**src/rtl/imem_loader_pkg.sv**
```systemverilog
// Shared definitions for the UART instruction-memory loader.
//   byte_t     : 8-bit byte type used on the receiver/loader boundary
//   SYNC_BYTE  : frame start marker
//   state_t    : loader frame-parsing states
//   rx_state_t : UART bit-receiver states
package imem_loader_pkg;

    typedef logic [7:0] byte_t;

    localparam byte_t SYNC_BYTE = 8'hA5;

    typedef enum logic [2:0] {
        ST_IDLE,
        ST_LEN_LO,
        ST_LEN_HI,
        ST_DATA,
        ST_CHK,
        ST_DONE,
        ST_ERROR
    } state_t;

    typedef enum logic [1:0] {
        RX_IDLE,
        RX_START,
        RX_DATA,
        RX_STOP
    } rx_state_t;

endpackage

```
**src/rtl/imem_loader_uart_rx_core.sv**
```systemverilog
// 8N1 UART byte receiver.
//   clk, reset : system clock, synchronous active-high reset
//   rx         : asynchronous serial input, idle high
//   byte_valid : one-cycle pulse, byte_data holds the received byte
//   byte_data  : last received byte (LSB received first)
//   frame_err  : one-cycle pulse when the stop bit is sampled low
module uart_rx_core
    import imem_loader_pkg::*;
#(
    parameter int CLKS_PER_BIT = 434
) (
    input  logic       clk,
    input  logic       reset,
    input  logic       rx,
    output logic       byte_valid,
    output logic [7:0] byte_data,
    output logic       frame_err
);

    localparam int CNT_W = (CLKS_PER_BIT > 2) ? $clog2(CLKS_PER_BIT) : 1;
    localparam logic [CNT_W-1:0] HALF_M1 = CNT_W'(CLKS_PER_BIT / 2 - 1);
    localparam logic [CNT_W-1:0] BIT_M1  = CNT_W'(CLKS_PER_BIT - 1);

    logic            rx_meta_reg, rx_sync_reg, rx_prev_reg;
    rx_state_t       rx_state_reg, rx_state_next;
    logic [CNT_W-1:0] cnt_reg, cnt_next;
    logic [2:0]      bit_idx_reg, bit_idx_next;
    byte_t           shift_reg, shift_next;
    logic            byte_valid_reg, byte_valid_next;
    logic            frame_err_reg, frame_err_next;

    always_ff @(posedge clk) begin
        if (reset) begin
            rx_meta_reg    <= 1'b1;
            rx_sync_reg    <= 1'b1;
            rx_prev_reg    <= 1'b1;
            rx_state_reg   <= RX_IDLE;
            cnt_reg        <= '0;
            bit_idx_reg    <= '0;
            shift_reg      <= '0;
            byte_valid_reg <= 1'b0;
            frame_err_reg  <= 1'b0;
        end else begin
            rx_meta_reg    <= rx;
            rx_sync_reg    <= rx_meta_reg;
            rx_prev_reg    <= rx_sync_reg;
            rx_state_reg   <= rx_state_next;
            cnt_reg        <= cnt_next;
            bit_idx_reg    <= bit_idx_next;
            shift_reg      <= shift_next;
            byte_valid_reg <= byte_valid_next;
            frame_err_reg  <= frame_err_next;
        end
    end

    always_comb begin
        rx_state_next   = rx_state_reg;
        cnt_next        = cnt_reg;
        bit_idx_next    = bit_idx_reg;
        shift_next      = shift_reg;
        byte_valid_next = 1'b0;
        frame_err_next  = 1'b0;
        unique case (rx_state_reg)
            RX_IDLE: begin
                if (rx_prev_reg && !rx_sync_reg) begin
                    rx_state_next = RX_START;
                    cnt_next      = '0;
                end
            end
            RX_START: begin
                // Mid-start-bit re-check rejects short glitches.
                if (cnt_reg == HALF_M1) begin
                    cnt_next      = '0;
                    bit_idx_next  = '0;
                    rx_state_next = rx_sync_reg ? RX_IDLE : RX_DATA;
                end else begin
                    cnt_next = cnt_reg + 1'b1;
                end
            end
            RX_DATA: begin
                if (cnt_reg == BIT_M1) begin
                    cnt_next     = '0;
                    shift_next   = {rx_sync_reg, shift_reg[7:1]};
                    bit_idx_next = bit_idx_reg + 1'b1;
                    if (bit_idx_reg == 3'd7) begin
                        rx_state_next = RX_STOP;
                    end
                end else begin
                    cnt_next = cnt_reg + 1'b1;
                end
            end
            RX_STOP: begin
                if (cnt_reg == BIT_M1) begin
                    cnt_next        = '0;
                    byte_valid_next = rx_sync_reg;
                    frame_err_next  = !rx_sync_reg;
                    rx_state_next   = RX_IDLE;
                end else begin
                    cnt_next = cnt_reg + 1'b1;
                end
            end
            default: rx_state_next = RX_IDLE;
        endcase
    end

    assign byte_valid = byte_valid_reg;
    assign byte_data  = shift_reg;
    assign frame_err  = frame_err_reg;

endmodule

```
**src/rtl/imem_loader.sv**
```systemverilog
// UART boot loader: receives a framed program image and writes it into
// instruction memory, holding the CPU in reset until a good load completes.
//   clk, reset  : system clock, synchronous active-high reset
//   rx          : UART serial input (8N1, idle high)
//   imem_we     : one-cycle write strobe
//   imem_addr   : word address of the write (held between writes)
//   imem_wdata  : instruction word (held between writes)
//   cpu_hold    : 1 except after a load completed with a good checksum
//   done / err  : result of the last load (mutually exclusive)
// Frame: A5, N low, N high, 4*N little-endian payload bytes, XOR checksum.
module imem_loader
    import imem_loader_pkg::*;
#(
    parameter int CLKS_PER_BIT = 434,
    parameter int ADDR_WIDTH   = 8
) (
    input  logic                  clk,
    input  logic                  reset,
    input  logic                  rx,
    output logic                  imem_we,
    output logic [ADDR_WIDTH-1:0] imem_addr,
    output logic [31:0]           imem_wdata,
    output logic                  cpu_hold,
    output logic                  done,
    output logic                  err
);

    localparam logic [16:0] DEPTH = 17'(1 << ADDR_WIDTH);

    logic       byte_valid;
    logic [7:0] byte_data;
    logic       frame_err;

    uart_rx_core #(.CLKS_PER_BIT(CLKS_PER_BIT)) u_rx (
        .clk        (clk),
        .reset      (reset),
        .rx         (rx),
        .byte_valid (byte_valid),
        .byte_data  (byte_data),
        .frame_err  (frame_err)
    );

    state_t                state_reg, state_next;
    logic [15:0]           len_reg, len_next;
    logic [1:0]            byte_cnt_reg, byte_cnt_next;
    logic [31:0]           word_buf_reg, word_buf_next;
    logic [ADDR_WIDTH:0]   word_idx_reg, word_idx_next;
    byte_t                 chk_reg, chk_next;
    logic                  we_reg, we_next;
    logic [ADDR_WIDTH-1:0] addr_reg, addr_next;
    logic [31:0]           wdata_reg, wdata_next;
    logic                  done_reg, done_next;
    logic                  err_reg, err_next;
    logic [15:0]           len_full;

    always_ff @(posedge clk) begin
        if (reset) begin
            state_reg    <= ST_IDLE;
            len_reg      <= '0;
            byte_cnt_reg <= '0;
            word_buf_reg <= '0;
            word_idx_reg <= '0;
            chk_reg      <= '0;
            we_reg       <= 1'b0;
            addr_reg     <= '0;
            wdata_reg    <= '0;
            done_reg     <= 1'b0;
            err_reg      <= 1'b0;
        end else begin
            state_reg    <= state_next;
            len_reg      <= len_next;
            byte_cnt_reg <= byte_cnt_next;
            word_buf_reg <= word_buf_next;
            word_idx_reg <= word_idx_next;
            chk_reg      <= chk_next;
            we_reg       <= we_next;
            addr_reg     <= addr_next;
            wdata_reg    <= wdata_next;
            done_reg     <= done_next;
            err_reg      <= err_next;
        end
    end

    assign len_full = {byte_data, len_reg[7:0]};

    always_comb begin
        state_next    = state_reg;
        len_next      = len_reg;
        byte_cnt_next = byte_cnt_reg;
        word_buf_next = word_buf_reg;
        word_idx_next = word_idx_reg;
        chk_next      = chk_reg;
        we_next       = 1'b0;
        addr_next     = addr_reg;
        wdata_next    = wdata_reg;
        done_next     = done_reg;
        err_next      = err_reg;

        if (frame_err && (state_reg inside {ST_LEN_LO, ST_LEN_HI, ST_DATA, ST_CHK})) begin
            state_next = ST_ERROR;
            done_next  = 1'b0;
            err_next   = 1'b1;
        end else if (byte_valid) begin
            unique case (state_reg)
                ST_IDLE, ST_DONE, ST_ERROR: begin
                    if (byte_data == SYNC_BYTE) begin
                        state_next    = ST_LEN_LO;
                        done_next     = 1'b0;
                        err_next      = 1'b0;
                        word_idx_next = '0;
                        chk_next      = '0;
                        byte_cnt_next = '0;
                    end
                end
                ST_LEN_LO: begin
                    len_next[7:0] = byte_data;
                    state_next    = ST_LEN_HI;
                end
                ST_LEN_HI: begin
                    len_next = len_full;
                    if (len_full == 16'd0) begin
                        state_next = ST_CHK;
                    end else if ({1'b0, len_full} > DEPTH) begin
                        state_next = ST_ERROR;
                        err_next   = 1'b1;
                    end else begin
                        state_next = ST_DATA;
                    end
                end
                ST_DATA: begin
                    chk_next      = chk_reg ^ byte_data;
                    byte_cnt_next = byte_cnt_reg + 1'b1;
                    word_buf_next[byte_cnt_reg*8 +: 8] = byte_data;
                    if (byte_cnt_reg == 2'd3) begin
                        // Write strobe and address/data are registered, so the
                        // write appears the cycle after the 4th byte.
                        we_next       = 1'b1;
                        addr_next     = word_idx_reg[ADDR_WIDTH-1:0];
                        wdata_next    = {byte_data, word_buf_reg[23:0]};
                        word_idx_next = word_idx_reg + 1'b1;
                        if ((17'(word_idx_reg) + 17'd1) == {1'b0, len_reg}) begin
                            state_next = ST_CHK;
                        end
                    end
                end
                ST_CHK: begin
                    if (byte_data == chk_reg) begin
                        state_next = ST_DONE;
                        done_next  = 1'b1;
                    end else begin
                        state_next = ST_ERROR;
                        err_next   = 1'b1;
                    end
                end
                default: state_next = ST_IDLE;
            endcase
        end
    end

    assign imem_we    = we_reg;
    assign imem_addr  = addr_reg;
    assign imem_wdata = wdata_reg;
    assign cpu_hold   = (state_reg != ST_DONE);
    assign done       = done_reg;
    assign err        = err_reg;

endmodule
```
**config.mk**
```make
export PLATFORM = sky130hd
export DESIGN_NAME = imem_loader
export DESIGN_NICKNAME = d
export VERILOG_FILES = /design/src/rtl/imem_loader_pkg.sv /design/src/rtl/imem_loader_uart_rx_core.sv /design/src/rtl/imem_loader.sv
export SDC_FILE = /design/constraint.sdc
export NUM_CORES = 1
export LEC_CHECK = 0
export ABC_AREA = 1
export CORE_ASPECT_RATIO = 1.75
export CORE_MARGIN = 4
export CORE_UTILIZATION = 44
export CTS_BUF_LIST = sky130_fd_sc_hd__clkbuf_4 sky130_fd_sc_hd__clkbuf_8 sky130_fd_sc_hd__clkbuf_16
export CTS_CLUSTER_DIAMETER = 50
export DETAILED_ROUTE_END_ITERATION = 8
export PLACE_DENSITY = 0.7
export SLEW_MARGIN = 20
export SYNTH_ARGS = -nofsm -noshare
export SYNTH_HDL_FRONTEND = slang
export SYNTH_SLANG_ARGS = --single-unit
```
**constraint.sdc**
```tcl
create_clock -name clk -period 2.16 [get_ports clk]
set_input_delay 0.432 -clock clk [delete_from_list [all_inputs] [get_ports clk]]
set_output_delay 0.432 -clock clk [all_outputs]
set_load 0.05 [all_outputs]
```
==> summary.txt, run 1 <==
Logic synthesis
  • Sequential fraction of the synthesis area: a little over two fifths
  • Number of synthesized register bits: about 130
  • Simple-gate share of the synthesized area: 17.6%
  • Synth Area in XOR/XNOR: approximately 1.6%
  • Arithmetic-cell share of the synthesized area counting full adders, half adders and majority gates: about 3.1%
  • Number of warning messages in the yosys log: 0
  • Fraction of post-synthesis cell area in the top cell type by area: 43.6%
  • Most frequent cells after synthesis: 132 x sky130_fd_sc_hd__dfxtp_1, 113 x sky130_fd_sc_hd__inv_1, 111 x sky130_fd_sc_hd__nand2_1
  • Cell area after synthesis: 6060 um^2
  • Largest cells by area after synthesis: sky130_fd_sc_hd__dfxtp_1 44%, sky130_fd_sc_hd__a21oi_1 7.7%, sky130_fd_sc_hd__inv_1 7.0%
  • Number of distinct standard cells referenced by the synthesized netlist: 38
  • Top flip-flop cell by instance count after synthesis: sky130_fd_sc_hd__dfxtp_1
  • Compound-Gate Fraction of Synth Area: a little under a quarter
  • Synthesized net count: 820
  • Average footprint of a synthesized cell: approximately 7.6 um^2
  • Largest area contributor in the netlist: sky130_fd_sc_hd__dfxtp_1
  • Async SR Flop Fraction: 0%
  • Main combinational cell family by area after synthesis: compound AO/OA/AOI/OAI gates
  • Top-count cell post-synth: sky130_fd_sc_hd__dfxtp_1
  • Multiplexer share of the synthesized area: 0%
  • Cell count after synthesis: approximately 800
  • Number of enable-type register cells in the synthesized netlist: 0

GRT
  • Antenna violations before repair: 0
  • GRT overflow: 0
  • Wire length of the first global-routing pass: 22.8 mm
  • Maximum number of pins on one net before global-route repair: slightly above 80
  • Via count of the first global-routing pass: roughly 5000
  • GRT Overall Usage: 17.4%

Power
  • Total power density per cell area: between 700 and 800 nW/um^2
  • Clock network power share: 51.5%
  • Pint: 4460 uW
  • PnR Total Power: between 5000 and 6000 uW
  • Leakage power of the design: about 0.0028 uW
  • Sequential power share: between 40% and 50%
  • Largest voltage drop on the vdd net: about 530 uV
  • Combinational cell fraction of total power: under 10%
  • Switching Power: 1290 uW
  • Switching Fraction: between 20% and 30%

Timing
  • Slew margin rel.: roughly half
  • Transition time of the tightest slew-check pin: approximately 0.73 ns
  • Part of the cycle the worst path needs: between 90% and 100%
  • Endpoints failing setup: 0
  • Clock Skew: slightly above 0.007 ns
  • Post-route setup TNS: 0 ns
  • Final Hold Violating Endpoints: 0
  • Highest clock frequency the design can meet: approximately 0.50 GHz
  • Final critical delay including setup and external delays: approximately 2 ns
  • Number of pins with negative max-slew slack in the final report: 0

Floorplan
  • Core region area: ~13000 um^2
  • Chip Height: ~160 um
  • Die outline area: ~16000 um^2
  • IO Count: 47
  • Number of cell rows: between 50 and 60
  • Initial Utilization: between 40% and 50%
  • Horizontal extent of the die: 96.7 um

Setup path
  • CP Cell Sequence: clkdlybuf4s50_1
  • Worst reg2reg path startpoint: state_reg[0]
  • Worst Setup Path Type: reg2out
  • Start point of the critical path: imem_addr[0]
  • Crit path capture type: output port
  • Depth of the worst register-to-register path: 10
  • Critical path fanouts, max: 2
  • Worst endpoint data arrival time: ~1.6 ns
  • Number of cells on the critical path: 1
  • Dominant delay contributor by cell family on the critical path: buffers and inverters
  • Critical path required time: 1.73 ns
  • Critical Path Source Type: register
  • Slowest stage delay, CP: 0.83 ns
  • Slowest cell on the critical path: sky130_fd_sc_hd__clkdlybuf4s50_1
  • Crit path buffers/inverters: 1

Placement
  • Weighted congestion reported at the end of routability-driven placement: 0.810
  • Total of buffers placed on input and output ports: 46
  • Cells after DPL: between 1000 and 1500
  • Half-perimeter wire length of the detailed placement result: ~9.4 mm
  • Cell area reported after detailed placement: 6710 um^2

Layout
  • Count of fill cells added during filler insertion: 1256
  • Ratio of cells with drive above 1 in the final layout: between 10% and 20%
  • Layout Area Growth over Synthesis: 22.1%
  • Number of flip-flops in the largest register: 32
  • Layout Cells excl Fill: 1038
  • Count of nets after finishing: 869
  • Count of inserted antenna diode cells: 0
  • Finished Cell Area: ~7400 um^2

Route
  • Via count: 5305
  • Avg Vias per Cell: just over 5
  • Routed wire per std cell: 13.2 um
  • Detailed-router iteration count before antenna repair: 5
  • Remaining antenna violation count after routing: 0
  • Total wire length: around 14 mm
  • DRC viols: 0
  • Number of design-rule violations left by the first detailed-router iteration: 354

CTS
  • Number of buffers inserted during clock tree synthesis: 17
  • Worst skew pair latency: between 0.4 and 0.5 ns
  • Number of levels the H-tree was split into: 4
  • Clk root buf: sky130_fd_sc_hd__clkbuf_16
  • Clock slew at reported path FFs: about 0.06 ns
  • TritonCTS clock tree: yes
  • Maximum number of buffers from clock root to sink: 2
  • # clock sinks: around 130

Hold path
  • Min-delay worst type: reg2reg
  • Launch instance of the worst min-delay path: u_rx.rx_meta_reg
  • Worst Hold Path Cells: 1

Run status
  • Result of the run: completed

Run
  • Max-capacitance violation count: 0
-- cell families after synthesis --
kind of cell               count (synthesis)
and+or+nand+nor                          242
adders and majority gates                 15
buffers and inverters                    163
xor gates and xnor gates                  11
DFF                                      132
AOI/OAI and AO/OA                        239
-- metal layers --
layer  GRT usage, %  up-vias  wire [um]
met5              0        -          0
met4           8.05        0        434
met3           3.80       33        545
met2           31.8      107       7080
met1           19.1     2413       5600
li1               -     2752          -
-- placed cells by master (no fill, tap or decap), types with 17 or more instances in the layout --
cell type,count
sky130_fd_sc_hd__dfxtp_1,130
sky130_fd_sc_hd__inv_1,113
sky130_fd_sc_hd__nand2_1,111
sky130_fd_sc_hd__a21oi_1,92
sky130_fd_sc_hd__o21ai_0,78
sky130_fd_sc_hd__nor2_1,59
sky130_fd_sc_hd__clkdlybuf4s50_1,44
sky130_fd_sc_hd__nand3_1,26
sky130_fd_sc_hd__buf_4,26
sky130_fd_sc_hd__a31oi_1,19
sky130_fd_sc_hd__clkbuf_16,17
-- power groups by stage --
| stage | clock network [uW] | logic [uW] | registers (uW) |
|---|---|---|---|
| 6_report | 2960 | 303 | 2490 |
| 5_1_grt | 3120 | 360 | 2490 |
| 4_1_cts | 3010 | 308 | 2490 |
| 3_5_place_dp | 0 | 306 | 2540 |
| 3_3_place_gp | 0 | 301 | 2540 |
| 2_1_floorplan | 0 | 234 | 2530 |
-- stage by stage --
step | setup WS [ns] | hold WS [ns] | util, %
3_3_place_gp | 0.174 | 0.400 | 49.9
6_report | 0.155 | 0.414 | 55.0
4_1_cts | 0.0805 | 0.411 | 54.5
2_1_floorplan | 0.443 | 0.389 | -
3_5_place_dp | 0.126 | 0.398 | 49.9
5_1_grt | -0.0457 | 0.428 | 55.0
-- cell type report --
type	instances	area (um^2)	share of cell area (%)
flip-flops and latches	132	2650	35.7
clock inverters	12	154	2.08
well taps	174	218	2.94
inverters	120	450	6.08
repair buffers	73	681	9.19
clock buffers	20	467	6.30
multi-input cells	507	2790	37.7
-- worst paths after layout --
kind / endpoint / slack, ns
worst max-delay path: imem_addr[0] / 0.16
worst min-delay path: u_rx.rx_sync_reg / 0.41
worst max register to register: word_idx_reg[1] / 0.22
worst min register to register: u_rx.rx_sync_reg / 0.41
-- repair_timing --
item	in CTS	in global routing
hold endpoints to repair	0	0
hold buffers	0	0
resized for setup	0	12
setup endpoints to repair	0	20
setup buffers	0	5
No activity file was read; power rests on OpenSTA's default activity.
==> run 2: changes to the inputs <==
--- a/config.mk
+++ b/config.mk
@@ -7,7 +7,6 @@
 export LEC_CHECK = 0
 export ABC_AREA = 1
 export CORE_ASPECT_RATIO = 1.75
-export CORE_MARGIN = 4
 export CORE_UTILIZATION = 44
 export CTS_BUF_LIST = sky130_fd_sc_hd__clkbuf_4 sky130_fd_sc_hd__clkbuf_8 sky130_fd_sc_hd__clkbuf_16
 export CTS_CLUSTER_DIAMETER = 50
==> run 2 against run 1 <==
- utilization fell by 0.54 points
- critical endpoint unchanged
- non-clock buffer count fell by 3
- sequential cell count did not move
==> summary.txt, run 2 (same netlist as run 1, synthesis figures left out) <==
Floorplan
  • Initial Utilization: 45.1% (unchanged)
  • Chip Height: 157 um (was 163 um)
  • Core region area: 13500 um^2 (unchanged)
  • Die outline area: 14300 um^2 (was 15800 um^2)
  • IO Count: 47 (unchanged)
  • Horizontal extent of the die: 90.7 um (was 96.7 um)
  • Number of cell rows: 56 (unchanged)

Layout
  • Layout Cells excl Fill: 1035 (was 1038)
  • Layout Area Growth over Synthesis: 20.9% (was 22.1%)
  • Count of inserted antenna diode cells: 0 (unchanged)
  • Leading cell type in the layout, fill and taps excluded: sky130_fd_sc_hd__dfxtp_1 (unchanged)
  • Number of flip-flops in the largest register: 32 (unchanged)
  • Count of nets after finishing: 866 (was 869)
  • Count of fill cells added during filler insertion: 1295 (was 1256)
  • Post-route core utilization: 54.5% (was 55.0%)
  • Ratio of cells with drive above 1 in the final layout: 12.4% (was 12.6%)
  • Finished Cell Area: 7330 um^2 (was 7400 um^2)
  • Commonest cells after routing, fill and taps aside: 131 x sky130_fd_sc_hd__dfxtp_1, 113 x sky130_fd_sc_hd__inv_1, 111 x sky130_fd_sc_hd__nand2_1 (was 130 x sky130_fd_sc_hd__dfxtp_1, 113 x sky130_fd_sc_hd__inv_1, 111 x sky130_fd_sc_hd__nand2_1)

Setup path
  • CP Cell Sequence: clkdlybuf4s50_1 (unchanged)
  • Worst Setup Path Type: reg2out (unchanged)
  • Critical Path Source Type: register (unchanged)
  • Critical path fanouts, max: 2 (unchanged)
  • Crit path capture type: output port (unchanged)
  • Critical path required time: 1.73 ns (about the same)
  • Worst endpoint data arrival time: 1.58 ns (was 1.57 ns)
  • Slowest stage delay, CP: 0.84 ns (was 0.83 ns)
  • Crit path buffers/inverters: 1 (unchanged)
  • Slowest cell on the critical path: sky130_fd_sc_hd__clkdlybuf4s50_1 (unchanged)
  • Dominant delay contributor by cell family on the critical path: buffers and inverters (unchanged)

Power
  • Switching Fraction: 24.5% (was 22.5%)
  • Leakage power of the design: 0.00277 uW (was 0.00282 uW)
  • Sequential power share: 44.5% (was 43.2%)
  • Combinational cell fraction of total power: 5.7% (was 5.3%)
  • Total power density per cell area: 761 nW/um^2 (was 777 nW/um^2)
  • Pint: 4210 uW (was 4460 uW)
  • Clock network power share: 49.8% (was 51.5%)
  • Largest voltage drop on the vdd net: 588 uV (was 531 uV)
  • Switching Power: 1370 uW (was 1290 uW)

Route
  • Via count: 5218 (was 5305)
  • Detailed-router iteration count before antenna repair: 5 (unchanged)
  • Routed wire per std cell: 13.1 um (was 13.2 um)
  • Total wire length: 13.5 mm (was 13.7 mm)
  • Avg Vias per Cell: 5.04 (was 5.11)
  • Number of design-rule violations left by the first detailed-router iteration: 239 (was 354)
  • Remaining antenna violation count after routing: 0 (unchanged)
  • DRC viols: 0 (unchanged)

Timing
  • Highest clock frequency the design can meet: 0.496 GHz (was 0.499 GHz)
  • Number of pins with negative max-slew slack in the final report: 0 (unchanged)
  • Part of the cycle the worst path needs: 93.3% (was 92.8%)
  • Hold WS: 0.413 ns (was 0.414 ns)
  • Endpoints failing setup: 0 (unchanged)
  • Slew margin rel.: 63.5% (was 51.0%)
  • Transition time of the tightest slew-check pin: 0.546 ns (was 0.734 ns)
  • Final Hold Violating Endpoints: 0 (unchanged)
  • Final critical delay including setup and external delays: 2.01 ns (was 2.00 ns)
  • Clock Skew: 0.00763 ns (was 0.00715 ns)
  • Worst-case setup margin in the final layout: 0.145 ns (was 0.155 ns)

Placement
  • Weighted congestion reported at the end of routability-driven placement: 0.876 (was 0.810)
  • Half-perimeter wire length of the detailed placement result: 9.26 mm (was 9.39 mm)
  • Total of buffers placed on input and output ports: 46 (unchanged)
  • Cell area reported after detailed placement: 6690 um^2 (was 6710 um^2)
  • Cells after DPL: 998 (was 1001)
  • Worst slack, placed: 0.172 ns (was 0.126 ns)

GRT
  • Via count of the first global-routing pass: 4878 (was 4952)
  • Wire length of the first global-routing pass: 22.6 mm (was 22.8 mm)
  • Maximum number of pins on one net before global-route repair: 81 (unchanged)
  • GRT overflow: 0 (unchanged)
  • Antenna violations before repair: 0 (unchanged)
  • GRT Overall Usage: 20.0% (was 17.4%)

Run status
  • Result of the run: completed (unchanged)

CTS
  • Number of levels the H-tree was split into: 4 (unchanged)
  • Clock slew at reported path FFs: 0.06 ns (about the same)
  • TritonCTS clock tree: yes (unchanged)
  • Maximum number of buffers from clock root to sink: 2 (unchanged)
  • Number of buffers inserted during clock tree synthesis: 17 (unchanged)
  • # clock sinks: 132 (unchanged)
  • Worst skew pair latency: 0.42 ns (was 0.41 ns)
  • Clk root buf: sky130_fd_sc_hd__clkbuf_16 (unchanged)

Hold path
  • Min-delay worst type: reg2reg (unchanged)

Run
  • Max-capacitance violation count: 0 (unchanged)
-- run 2: power groups by stage --
stage / registers (uW) / clock network (uW) / logic [uW]
2_1_floorplan: 2530 / 0 / 234
3_3_place_gp: 2540 / 0 / 296
3_5_place_dp: 2540 / 0 / 307
4_1_cts: 2490 / 2820 / 307
5_1_grt: 2490 / 2930 / 367
6_report: 2490 / 2780 / 317
-- run 2: per-layer routing --
layer	wire [um]	global-route usage [%]	vias to the layer above
met4	384	9.68	0
met3	409	4.25	26
met5	0	0	-
met1	5690	21.8	2349
li1	-	-	2738
met2	7030	36.4	105
-- run 2: metrics by stage --
| stage | setup TNS (ns) | total power [uW] |
|---|---|---|
| 5_1_grt | -0.00850 | 5790 |
| 4_1_cts | 0 | 5610 |
| 3_5_place_dp | 0 | 2840 |
| 6_report | 0 | 5580 |
| 3_3_place_gp | 0 | 2830 |
| 2_1_floorplan | 0 | 2770 |
-- run 2: what timing repair did --
item | 4_1_cts | 5_1_grt
endpoints found under the setup margin | 0 | 8
setup buffers | 0 | 5
gates resized for setup | 0 | 9
hold buffers | 0 | 0
-- run 2: path summary, 6_finish.rpt --
check                                      start          endpoint  slack (ns)  cells after the start
worst min-delay path            u_rx.rx_meta_reg  u_rx.rx_sync_reg        0.41                      1
worst min register to register  u_rx.rx_meta_reg  u_rx.rx_sync_reg        0.41                      1
worst max-delay path                imem_addr[0]      imem_addr[0]        0.15                      1
worst max register to register      state_reg[0]   word_idx_reg[5]        0.21                      9
-- run 2: layout make-up --
type | instances | area, um^2 | area share (%)
Timing Repair Buffer | 70 | 658 | 8.98
Clock inverter | 13 | 124 | 1.69
Sequential cell | 132 | 2640 | 36.1
Clock buffer | 19 | 453 | 6.18
Multi-Input combinational cell | 507 | 2790 | 38.0
Inverter | 120 | 450 | 6.14
Tap cell | 174 | 218 | 2.97
